File: src/rtl/slot_pkg.sv
// Shared definitions for the parking-lot slot status register.
// Purpose: default slot count, maximum supported widths, and the two helper
// functions (popcount, lowest_zero) used by the register and its encoder.
// Helpers operate on a MAX_SLOTS-wide vector. Callers widen their own
// vector before the call and narrow the result afterwards.
package slot_pkg;

  localparam int DEFAULT_NUM_SLOTS = 8;
  localparam int MAX_SLOTS         = 64;
  localparam int MAX_IDX_W         = 6;
  localparam int MAX_CNT_W         = 7;

  typedef struct packed {
    logic                 valid;
    logic [MAX_IDX_W-1:0] idx;
  } lowest_zero_t;

  // Number of ones in the vector. 64 fits in 7 bits, so the sum never wraps.
  function automatic logic [MAX_CNT_W-1:0] popcount(input logic [MAX_SLOTS-1:0] vec);
    logic [MAX_CNT_W-1:0] cnt;
    cnt = '0;
    for (int i = 0; i < MAX_SLOTS; i++) begin
      cnt = cnt + MAX_CNT_W'(vec[i]);
    end
    return cnt;
  endfunction

  // The scan runs from the top down, so the last zero it finds is the
  // lowest one. This resolves ties toward index 0. idx stays 0 when no zero
  // exists.
  function automatic lowest_zero_t lowest_zero(input logic [MAX_SLOTS-1:0] vec);
    lowest_zero_t r;
    r.valid = 1'b0;
    r.idx   = '0;
    for (int i = MAX_SLOTS - 1; i >= 0; i--) begin
      if (!vec[i]) begin
        r.valid = 1'b1;
        r.idx   = MAX_IDX_W'(i);
      end
    end
    return r;
  endfunction

endpackage

File: src/rtl/slot_priority_encoder.sv
// Lowest-free-slot priority encoder.
// Purpose: finds the lowest index whose occupancy bit is 0.
// Ports:
//   vec        occupancy vector, bit i = slot i occupied
//   free_valid at least one slot is free
//   free_idx   lowest free slot index, 0 when free_valid is 0
module slot_priority_encoder
  import slot_pkg::*;
#(
  parameter  int NUM_SLOTS = DEFAULT_NUM_SLOTS,
  localparam int IDX_W     = $clog2(NUM_SLOTS)
) (
  input  logic [NUM_SLOTS-1:0] vec,
  output logic                 free_valid,
  output logic [IDX_W-1:0]     free_idx
);

  logic [MAX_SLOTS-1:0] padded;
  lowest_zero_t         lz;

  // The unused upper positions are padded with ones, which makes them look
  // occupied. This keeps them from being reported as free.
  always_comb begin
    padded                = '1;
    padded[NUM_SLOTS-1:0] = vec;
    lz                    = lowest_zero(padded);
    free_valid            = lz.valid;
    free_idx              = IDX_W'(lz.idx);
  end

endmodule

File: src/rtl/slot_status_register.sv
// Parking-lot slot status register.
// Purpose: holds one occupancy bit per slot. It supports per-slot set and
// clear requests and a parallel load. It keeps a registered count,
// full/empty flags, the lowest free slot and a sticky protocol-error flag.
// Every registered output is derived from the same next-state vector, so
// none of them lags Q by a cycle.
// Ports:
//   CLK, RST            clock, synchronous active-high reset
//   en                  global enable (0 = hold everything)
//   load, D             parallel load of the occupancy vector
//   set_valid, set_idx  mark a slot occupied
//   clr_valid, clr_idx  mark a slot free
//   Q, count            occupancy vector and its popcount
//   full, empty         all / no slots occupied
//   free_valid,free_idx lowest free slot (idx 0 when none free)
//   err                 sticky error; cleared by RST or load
module slot_status_register
  import slot_pkg::*;
#(
  parameter  int NUM_SLOTS = DEFAULT_NUM_SLOTS,
  localparam int IDX_W     = $clog2(NUM_SLOTS),
  localparam int CNT_W     = $clog2(NUM_SLOTS + 1)
) (
  input  logic                 CLK,
  input  logic                 RST,
  input  logic                 en,
  input  logic                 load,
  input  logic [NUM_SLOTS-1:0] D,
  input  logic                 set_valid,
  input  logic [IDX_W-1:0]     set_idx,
  input  logic                 clr_valid,
  input  logic [IDX_W-1:0]     clr_idx,
  output logic [NUM_SLOTS-1:0] Q,
  output logic [CNT_W-1:0]     count,
  output logic                 full,
  output logic                 empty,
  output logic                 free_valid,
  output logic [IDX_W-1:0]     free_idx,
  output logic                 err
);

  logic                 set_in_range;
  logic                 clr_in_range;
  logic [NUM_SLOTS-1:0] set_mask;
  logic [NUM_SLOTS-1:0] clr_mask;
  logic                 same_slot;
  logic [NUM_SLOTS-1:0] next_q;
  logic                 next_err;
  logic                 next_free_valid;
  logic [IDX_W-1:0]     next_free_idx;

  // An index is in range only when it is below NUM_SLOTS. The check matters
  // only when NUM_SLOTS is not a power of 2. Requests with an out-of-range
  // index get an empty mask, so they cannot touch Q.
  always_comb begin
    set_in_range = {1'b0, set_idx} < (IDX_W + 1)'(NUM_SLOTS);
    clr_in_range = {1'b0, clr_idx} < (IDX_W + 1)'(NUM_SLOTS);
    set_mask     = set_in_range ? (NUM_SLOTS'(1) << set_idx) : '0;
    clr_mask     = clr_in_range ? (NUM_SLOTS'(1) << clr_idx) : '0;
    same_slot    = set_valid && clr_valid && set_in_range && (set_idx == clr_idx);
  end

  // Set and clear are each checked against the current Q, not against each
  // other's result. When both target the same slot they cancel, and no
  // error is raised.
  always_comb begin
    next_q   = Q;
    next_err = err;
    if (load) begin
      next_q   = D;
      next_err = 1'b0;
    end else if (!same_slot) begin
      if (set_valid) begin
        if (!set_in_range || ((Q & set_mask) != '0)) begin
          next_err = 1'b1;
        end else begin
          next_q = next_q | set_mask;
        end
      end
      if (clr_valid) begin
        if (!clr_in_range || ((Q & clr_mask) == '0)) begin
          next_err = 1'b1;
        end else begin
          next_q = next_q & ~clr_mask;
        end
      end
    end
  end

  slot_priority_encoder #(
    .NUM_SLOTS(NUM_SLOTS)
  ) u_free_enc (
    .vec       (next_q),
    .free_valid(next_free_valid),
    .free_idx  (next_free_idx)
  );

  // Every output is registered from next_q in the same edge. count is
  // recomputed from next_q rather than incremented, so it cannot wrap.
  always_ff @(posedge CLK) begin
    if (RST) begin
      Q          <= '0;
      count      <= '0;
      full       <= 1'b0;
      empty      <= 1'b1;
      free_valid <= 1'b1;
      free_idx   <= '0;
      err        <= 1'b0;
    end else if (en) begin
      Q          <= next_q;
      count      <= CNT_W'(popcount(MAX_SLOTS'(next_q)));
      full       <= (next_q == '1);
      empty      <= (next_q == '0);
      free_valid <= next_free_valid;
      free_idx   <= next_free_idx;
      err        <= next_err;
    end
  end

endmodule

File: config.mk
export PLATFORM = sky130hd
export DESIGN_NAME = slot_status_register
export DESIGN_NICKNAME = d
export VERILOG_FILES = /design/src/rtl/slot_pkg.sv /design/src/rtl/slot_priority_encoder.sv /design/src/rtl/slot_status_register.sv
export SDC_FILE = /design/constraint.sdc
export NUM_CORES = 1
export LEC_CHECK = 0
export ABC_AREA = 1
export BUFFER_PORTS_ARGS = -buffer_cell sky130_fd_sc_hd__buf_4
export CORE_MARGIN = 2
export CORE_UTILIZATION = 43
export CTS_BUF_LIST = sky130_fd_sc_hd__clkbuf_4
export DETAILED_ROUTE_END_ITERATION = 6
export GPL_TIMING_DRIVEN = 0
export PLACE_DENSITY = 0.65
export SETUP_SLACK_MARGIN = 0.2
export SLEW_MARGIN = 30
export SYNTH_ARGS = -nofsm -noshare
export SYNTH_HDL_FRONTEND = slang
export SYNTH_HIERARCHICAL = 1
export SYNTH_SLANG_ARGS = --single-unit
File: constraint.sdc
create_clock -name CLK -period 4.19 [get_ports CLK]
set_clock_uncertainty 0.15 [all_clocks]
set_input_delay 0.2095 -clock CLK [delete_from_list [all_inputs] [get_ports CLK]]
set_output_delay 0.2095 -clock CLK [all_outputs]
set_load 0.1 [all_outputs]
==> flow_summary_export.csv, run 1 <==
group,metric,value,unit
outcome,status,"finished clean",
clocking,clockBufferDepth,2,
timing,hold_viol,0,
setup_path,path_class,"register to register",
timing,tightest_slew,0.464,ns
floorplan,start_util,43.9,%
yosys,syn-cell-area,0.00189,mm^2
setup_path,slowest_delay,0.55,ns
clocking,cts_sinks,19,
final_layout,antennaDiodeCount,0,
clocking,cts-buffers-inserted,3,
floorplan,pin_count,39,
yosys,ys_seq_area_share,20.2,%
setup_path,cp.required,4.26,ns
setup_path,r2r-start,"Q[7]",
grt,grt_max_degree,12,
final_layout,design_area,0.00237,mm^2
setup_path,arrival,3.91,ns
timing,maxSlewViolCount,0,
detailed_routing,vias,1923,
floorplan,fp.dieH,70.2,um
setup_path,endpoint,"count[2]",
detailed_routing,wirelength,4.99,mm
timing,period_needed,3.84,ns
power_and_ir_drop,p_leak,1.15,nW
yosys,ys_seq_elements,19,
grt,top_usage_layer,"met2",
clocking,clkSlewWorstSetupHoldPaths,0.13,ns
place,portBuffers,30,
setup_path,rr_worst_depth,19,
grt,met2_usage,33.2,%
floorplan,std_cell_rows,24,
detailed_routing,drtIter0Drc,125,
timing,fin_ws,0.345,ns
final_layout,area_growth,25.5,%
yosys,ys_types,34,
final_layout,final_common_cell,"nand2_1",
final_layout,final_cell_mix,"nand2_1, buf_4, inv_1",
setup_path,path_common_cell,"inv_1",
timing,period_share,91.8,%
grt,grt_overflow_total,0,
setup_path,critical_path.startpoint,"Q[7]",
grt,grt_pass1_vias,1744,
timing,max_freq,0.260,GHz
place,gp_congestion,0.828,
yosys,yosysWarnings,6,
place,dpl_cell_area,0.00221,mm^2
yosys,avgSynthCellArea,6.69,um^2
run,maxCapViolCount,0,
grt,grt_use_met1,30.8,%
timing,slew_headroom,69.1,%
clocking,clock_latency,0.32,ns
place,preCtsSetupSlack,-0.00223,ns
grt,antenna_found_initial,0,
detailed_routing,final_antenna_net_count,0,
floorplan,die_area,0.00493,mm^2
setup_path,end_kind,"register",
final_layout,utilization,55.1,%
floorplan,die_width,70.2,um
grt,use_met3,2.45,%
detailed_routing,drc,0,
detailed_routing,drt_pass1_iterations,4,
timing,grt_setup_unrepaired,"yes",
clocking,root_buffer,"clkbuf_4",
yosys,syn_nets,311,
detailed_routing,wl_per_cell,13.1,um
setup_path,path_cells,"nand4_1 -> buf_4 -> nand4_1 -> nor2_4 -> nand2_1 -> nand2_1 -> nand2_2 -> nand2_4 -> fa_1 -> inv_1 -> fa_1 -> fa_1 -> inv_1 -> ha_2 -> inv_1 -> fa_2 -> xnor2_1 -> o21ai_1 -> inv_1",
clocking,htreeDepth,1,
setup_path,cp_slowest_cell,"fa_1",
timing,setup_viol,0,
detailed_routing,via_per_inst,5.05,
yosys,syn_inst,282,
power_and_ir_drop,total_power,677,uW
final_layout,layout.nets,359,
grt,grt_use_total,21.3,%
place,hpwl,3.60,mm
final_layout,drive_gt1_share,36.5,%
setup_path,r2r-end,"count[2]",
grt,grt_pass1_wl,8.47,mm
clocking,cts_tree,"yes",
timing,tns,0,ns
setup_path,crit_fanout,6,
power_and_ir_drop,powerDensity,286,mW/mm^2
setup_path,r2r_slack,0.35,ns
floorplan,coreArea,0.00429,mm^2
worst_hold_path,min_path_type,"input pin to register",
setup_path,crit_path_start_kind,"register",
power_and_ir_drop,max-vdd-ir-drop,0.150,mV
[repair_timing]
item	4_1_cts	5_1_grt
pin swaps	2	13
endpoints found under the setup margin	2	2
buffers inserted	2	11
hold buffers	0	0
resized for setup	2	12
[routing by layer]
layer  up-vias  part of all wire, %
li1        997                    -
met2        42                   46
met5         -                    0
met3         5                  4.7
met4         0                  1.2
met1       879                   48
[worst max-delay path, delay by kind of cell, from the launching register on]
| kind | cells | cell delay, ns |
|---|---|---|
| compound gates | 1 | 0.13 |
| fa+ha+maj | 5 | 1.99 |
| flops | 1 | 0.39 |
| buf+inv | 5 | 0.37 |
| xor+xnor | 1 | 0.14 |
| simple gates | 7 | 0.57 |
[state kept, by name, summed over array words and instances, names as in the netlist]
signal and count:
empty 1, err 1, Q 8, full 1
free_idx 3, free_valid 1, count 4
[worst min path at each step]
stage	startpoint	cells after the start	slack, ns	endpoint
after floorplan	D[2]	4	0.34	Q[2]
after global placement	free_valid	2	0.29	free_valid
after detailed placement	free_valid	2	0.30	free_valid
after CTS	RST	4	0.03	Q[3]
after global routing	RST	3	0.05	count[3]
final	RST	4	0.04	Q[3]
[stage by stage]
stage / std cells / hold slack, ns
2_1_floorplan: 282 / 0.344
3_3_place_gp: 364 / 0.293
3_5_place_dp: 364 / 0.301
4_1_cts: 370 / 0.0284
5_1_grt: 381 / 0.0498
6_report: 381 / 0.0400
[cell usage after synthesis]
| library cell | count | area [um^2] |
|---|---|---|
| inv_6 | 3 | 26.3 |
| nor3_1 | 7 | 35.0 |
| a21oi_2 | 4 | 35.0 |
| nand2_1 | 58 | 218 |
| clkbuf_1 | 3 | 11.3 |
| nand3b_1 | 1 | 7.51 |
| nand2_8 | 1 | 20.0 |
| nand4_1 | 15 | 93.8 |
| clkinv_1 | 1 | 3.75 |
| a21oi_1 | 17 | 85.1 |
| nor2_4 | 2 | 22.5 |
| nand2_4 | 5 | 56.3 |
| o21ai_0 | 12 | 60.1 |
| dfxtp_1 | 19 | 380 |
| nor2_1 | 27 | 101 |
| nand3_1 | 12 | 60.1 |
| inv_1 | 35 | 131 |
| a211oi_1 | 2 | 15.0 |
| dlygate4sd1_1 | 1 | 8.76 |
| xnor2_1 | 1 | 8.76 |
| nor4_2 | 1 | 12.5 |
| nor2_2 | 7 | 43.8 |
| clkbuf_8 | 2 | 27.5 |
| ha_1 | 5 | 62.6 |
| a31oi_1 | 3 | 18.8 |
| buf_6 | 8 | 90.1 |
| o21ai_1 | 2 | 10.0 |
| inv_2 | 2 | 7.51 |
| o22ai_1 | 1 | 6.26 |
| a311o_1 | 1 | 10.0 |
| nand2_2 | 14 | 87.6 |
| nand3_2 | 3 | 30.0 |
| fa_1 | 4 | 80.1 |
| inv_4 | 3 | 18.8 |
[cell type report]
class | count | area [um^2]
Buffer | 14 | 138
Tap cell | 52 | 65.1
Inverter | 44 | 188
Timing Repair Buffer | 43 | 323
Sequential cell | 19 | 410
Fill cell | 450 | 1930
Multi-Input combinational cell | 205 | 1210
Clock inverter | 1 | 5.00
Clock buffer | 3 | 22.5
[report_power, final]
part	internal, mW	switching [mW]	leakage [nW]
combinational	0.118	0.249	0.972
clock	0.0358	0.0661	0.0177
sequential	0.195	0.0126	0.162
total	0.349	0.328	1.15
[cell families (layout without fill, tap and decap cells)]
family,Yosys count,after routing,synth area share (%)
AND/OR/NAND/NOR,153,153,41.8
buffers and inverters,58,105,17.3
AO/OA/AOI/OAI,42,42,12.7
flip-flops,19,19,20.2
adder cells (fa/ha/maj),9,9,7.56
XOR/XNOR,1,1,0.465
Power figures use the tool's default switching activity.
==> run 2: changes to the inputs <==
ABC_AREA = default   (was 1)
CORE_MARGIN = 5   (was 2)
PLACE_DENSITY = 0.67   (was 0.65)
==> run 2 against run 1 <==
Net effect: via count fell by 18%; synthesized area fell by 18%; first-iteration DRC count rose by 2.4%; non-clock buffer count fell by 1; largest power group unchanged.
==> flow_summary_export.csv, run 2 <==
group,metric,value,unit
outcome,status,"finished clean",
final_layout,layout.nets,258,
floorplan,die_width,69.9,um
clocking,clockBufferDepth,2,
floorplan,start_util,45.1,%
grt,grt_overflow_total,0,
place,preCtsSetupSlack,-0.358,ns
place,dp.cells,256,
clocking,root_buffer,"clkbuf_4",
yosys,yosysWarnings,6,
yosys,synth_top_area_share,24.7,%
setup_path,path_common_cell,"fa_1",
final_layout,final_cell_mix,"buf_4, nor2_1, inv_1",
timing,period_share,93.7,%
timing,period_needed,3.92,ns
setup_path,cp.required,4.21,ns
setup_path,path_cells,"buf_6 -> xnor2_4 -> buf_4 -> a41oi_2 -> nand4_1 -> nand3_1 -> inv_2 -> fa_1 -> inv_1 -> fa_1 -> fa_1 -> inv_2 -> ha_4 -> inv_4 -> fa_2 -> xor2_1 -> nor2_1 -> a21oi_1 -> nor2_1",
floorplan,std_cell_rows,21,
yosys,ys_seq_elements,19,
detailed_routing,drc,0,
floorplan,pin_count,39,
setup_path,path_class,"input pin to register",
detailed_routing,wirelength,4.47,mm
yosys,yosysTopAreaCell,"dfxtp_1",
final_layout,nFillCells,317,
setup_path,end_kind,"register",
final_layout,reg_top3,"Q x8, count x4, free_idx x3",
setup_path,arrival,3.95,ns
run,maxCapViolCount,0,
yosys,synth-async-reset-ratio,0,%
detailed_routing,final_antenna_net_count,0,
place,portBuffers,30,
grt,grt_pass1_wl,7.07,mm
detailed_routing,wl_per_cell,16.3,um
detailed_routing,drtIter0Drc,128,
timing,max_freq,0.255,GHz
place,gp_congestion,0.850,
setup_path,r2r-start,"Q[0]",
yosys,ys_seq_area_share,24.7,%
timing,grt_setup_unrepaired,"yes",
final_layout,largest_register_ffs,8,
floorplan,coreArea,0.00342,mm^2
final_layout,design_area,0.00211,mm^2
timing,slew_headroom,54.3,%
clocking,cts_tree,"yes",
yosys,synth-main-ff-cell,"dfxtp_1",
final_layout,antennaDiodeCount,0,
yosys,ys_top_cells_by_area,"dfxtp_1, mux2i_1, fa_1",
power_and_ir_drop,max-vdd-ir-drop,0.208,mV
grt,grt_use_total,17.6,%
grt,grt_pass1_vias,1516,
floorplan,die_area,0.00488,mm^2
yosys,syn_nets,209,
final_layout,drive_gt1_share,39.0,%
final_layout,final_common_cell,"buf_4",
setup_path,r2r-end,"count[2]",
clocking,clock_latency,0.29,ns
setup_path,crit_fanout,6,
clocking,clkSlewWorstSetupHoldPaths,0.11,ns
floorplan,fp.dieH,69.9,um
setup_path,cp.depth,19,
setup_path,slowest_delay,0.50,ns
power_and_ir_drop,p_leak,0.948,nW
setup_path,cp_slowest_cell,"fa_1",
yosys,synth_enable_flop_cells,0,
place,dpl_cell_area,0.00187,mm^2
detailed_routing,via_per_inst,5.73,
yosys,synth_common_cells,"dfxtp_1, inv_1, nor2_1",
power_and_ir_drop,powerDensity,318,mW/mm^2
yosys,avgSynthCellArea,8.56,um^2
detailed_routing,vias,1571,
detailed_routing,drt_pass1_iterations,5,
worst_hold_path,min_path_type,"input pin to register",
timing,setup_viol,0,
grt,antenna_found_initial,0,
timing,hold_viol,0,
final_layout,finalNonFillerCells,274,
yosys,syn-cell-area,0.00154,mm^2
clocking,cts-buffers-inserted,3,
setup_path,critical_path.startpoint,"set_idx[2]",
setup_path,cp_num_buf_inv,6,
grt,grt_max_degree,11,
power_and_ir_drop,total_power,671,uW
setup_path,crit_family,"adder cells",
setup_path,rr_worst_depth,16,
place,hpwl,3.38,mm
setup_path,crit_path_start_kind,"input pin",
setup_path,endpoint,"count[2]",
final_layout,top_register,"Q",
clocking,htreeDepth,1,
final_layout,area_growth,37.0,%
timing,maxSlewViolCount,0,
setup_path,r2r_slack,0.44,ns
yosys,syn_inst,180,
timing,fin_ws,0.265,ns
timing,tightest_slew,0.685,ns
clocking,cts_sinks,19,
clocking,cts_hold_buf,0,
yosys,ys_types,50,
-- run 2: cell type report --
class	count	area, um^2	area share [%]
Multi-Input combinational cell	130	1130	53.3
Sequential cell	19	389	18.4
Timing Repair Buffer	44	334	15.8
Buffer	12	101	4.80
Inverter	19	73.8	3.50
Tap cell	46	57.6	2.73
Clock buffer	4	30.0	1.42
-- run 2: per-layer routing --
layer / global-route usage [%] / vias up / part of all wire (%)
met4: 4.26 / 0 / 1.3
met1: 21.3 / 756 / 44
met3: 4.59 / 12 / 5.6
met5: 0 / - / 0
li1: - / 745 / -
met2: 30.8 / 58 / 49
-- run 2: logic make-up (layout without fill, tap and decap cells) --
kind of cell / after synthesis / after routing / share of synthesized area (%)
XOR/XNOR: 4 / 4 / 2.27
buffers and inverters: 31 / 79 / 8.77
multiplexers: 18 / 18 / 15.4
AO/OA/AOI/OAI: 39 / 39 / 18.7
AND/OR/NAND/NOR: 60 / 60 / 20.9
adder cells (fa/ha/maj): 9 / 9 / 9.25
flip-flops: 19 / 19 / 24.7
-- run 2: how the worst min path moves through the flow --
stage | from | to | slack, ns | cells after the start
2_1_floorplan | RST | Q[5] | 0.36 | 2
3_3_place_gp | count[3] | count[3] | 0.30 | 2
3_5_place_dp | free_valid | free_valid | 0.32 | 2
4_1_cts | en | Q[0] | 0.09 | 3
5_1_grt | en | Q[0] | 0.10 | 3
6_report | en | Q[0] | 0.10 | 3
-- run 2: power by group --
| group | internal [mW] | switching, mW | total (mW) |
|---|---|---|---|
| Combinational | 0.132 | 0.232 | 0.365 |
| Clock | 0.0435 | 0.0534 | 0.0969 |
| Sequential | 0.196 | 0.0129 | 0.209 |
| Total | 0.372 | 0.299 | 0.671 |
-- run 2: worst min-delay path, delay by kind of cell --
family	cells	cell delay, ns
compound gates	1	0.05
simple gates	1	0.12
buf+inv	1	0.13
-- run 2: metrics by stage --
| stage | util, % | hold slack, ns | TNS [ns] |
|---|---|---|---|
| 6_report | 61.8 | 0.104 | 0 |
| 5_1_grt | 61.8 | 0.102 | 0 |
| 4_1_cts | 56.6 | 0.0890 | 0 |
| 3_5_place_dp | 54.9 | 0.321 | -0.603 |
| 3_3_place_gp | 54.9 | 0.303 | -0.265 |
| 2_1_floorplan | - | 0.365 | 0 |
-- run 2: what timing repair did --
item / CTS / global route
gates resized for setup: 4 / 25
buffers inserted: 2 / 12
pin swaps: 1 / 13
gates cloned: 0 / 0
setup endpoints to repair: 2 / 2
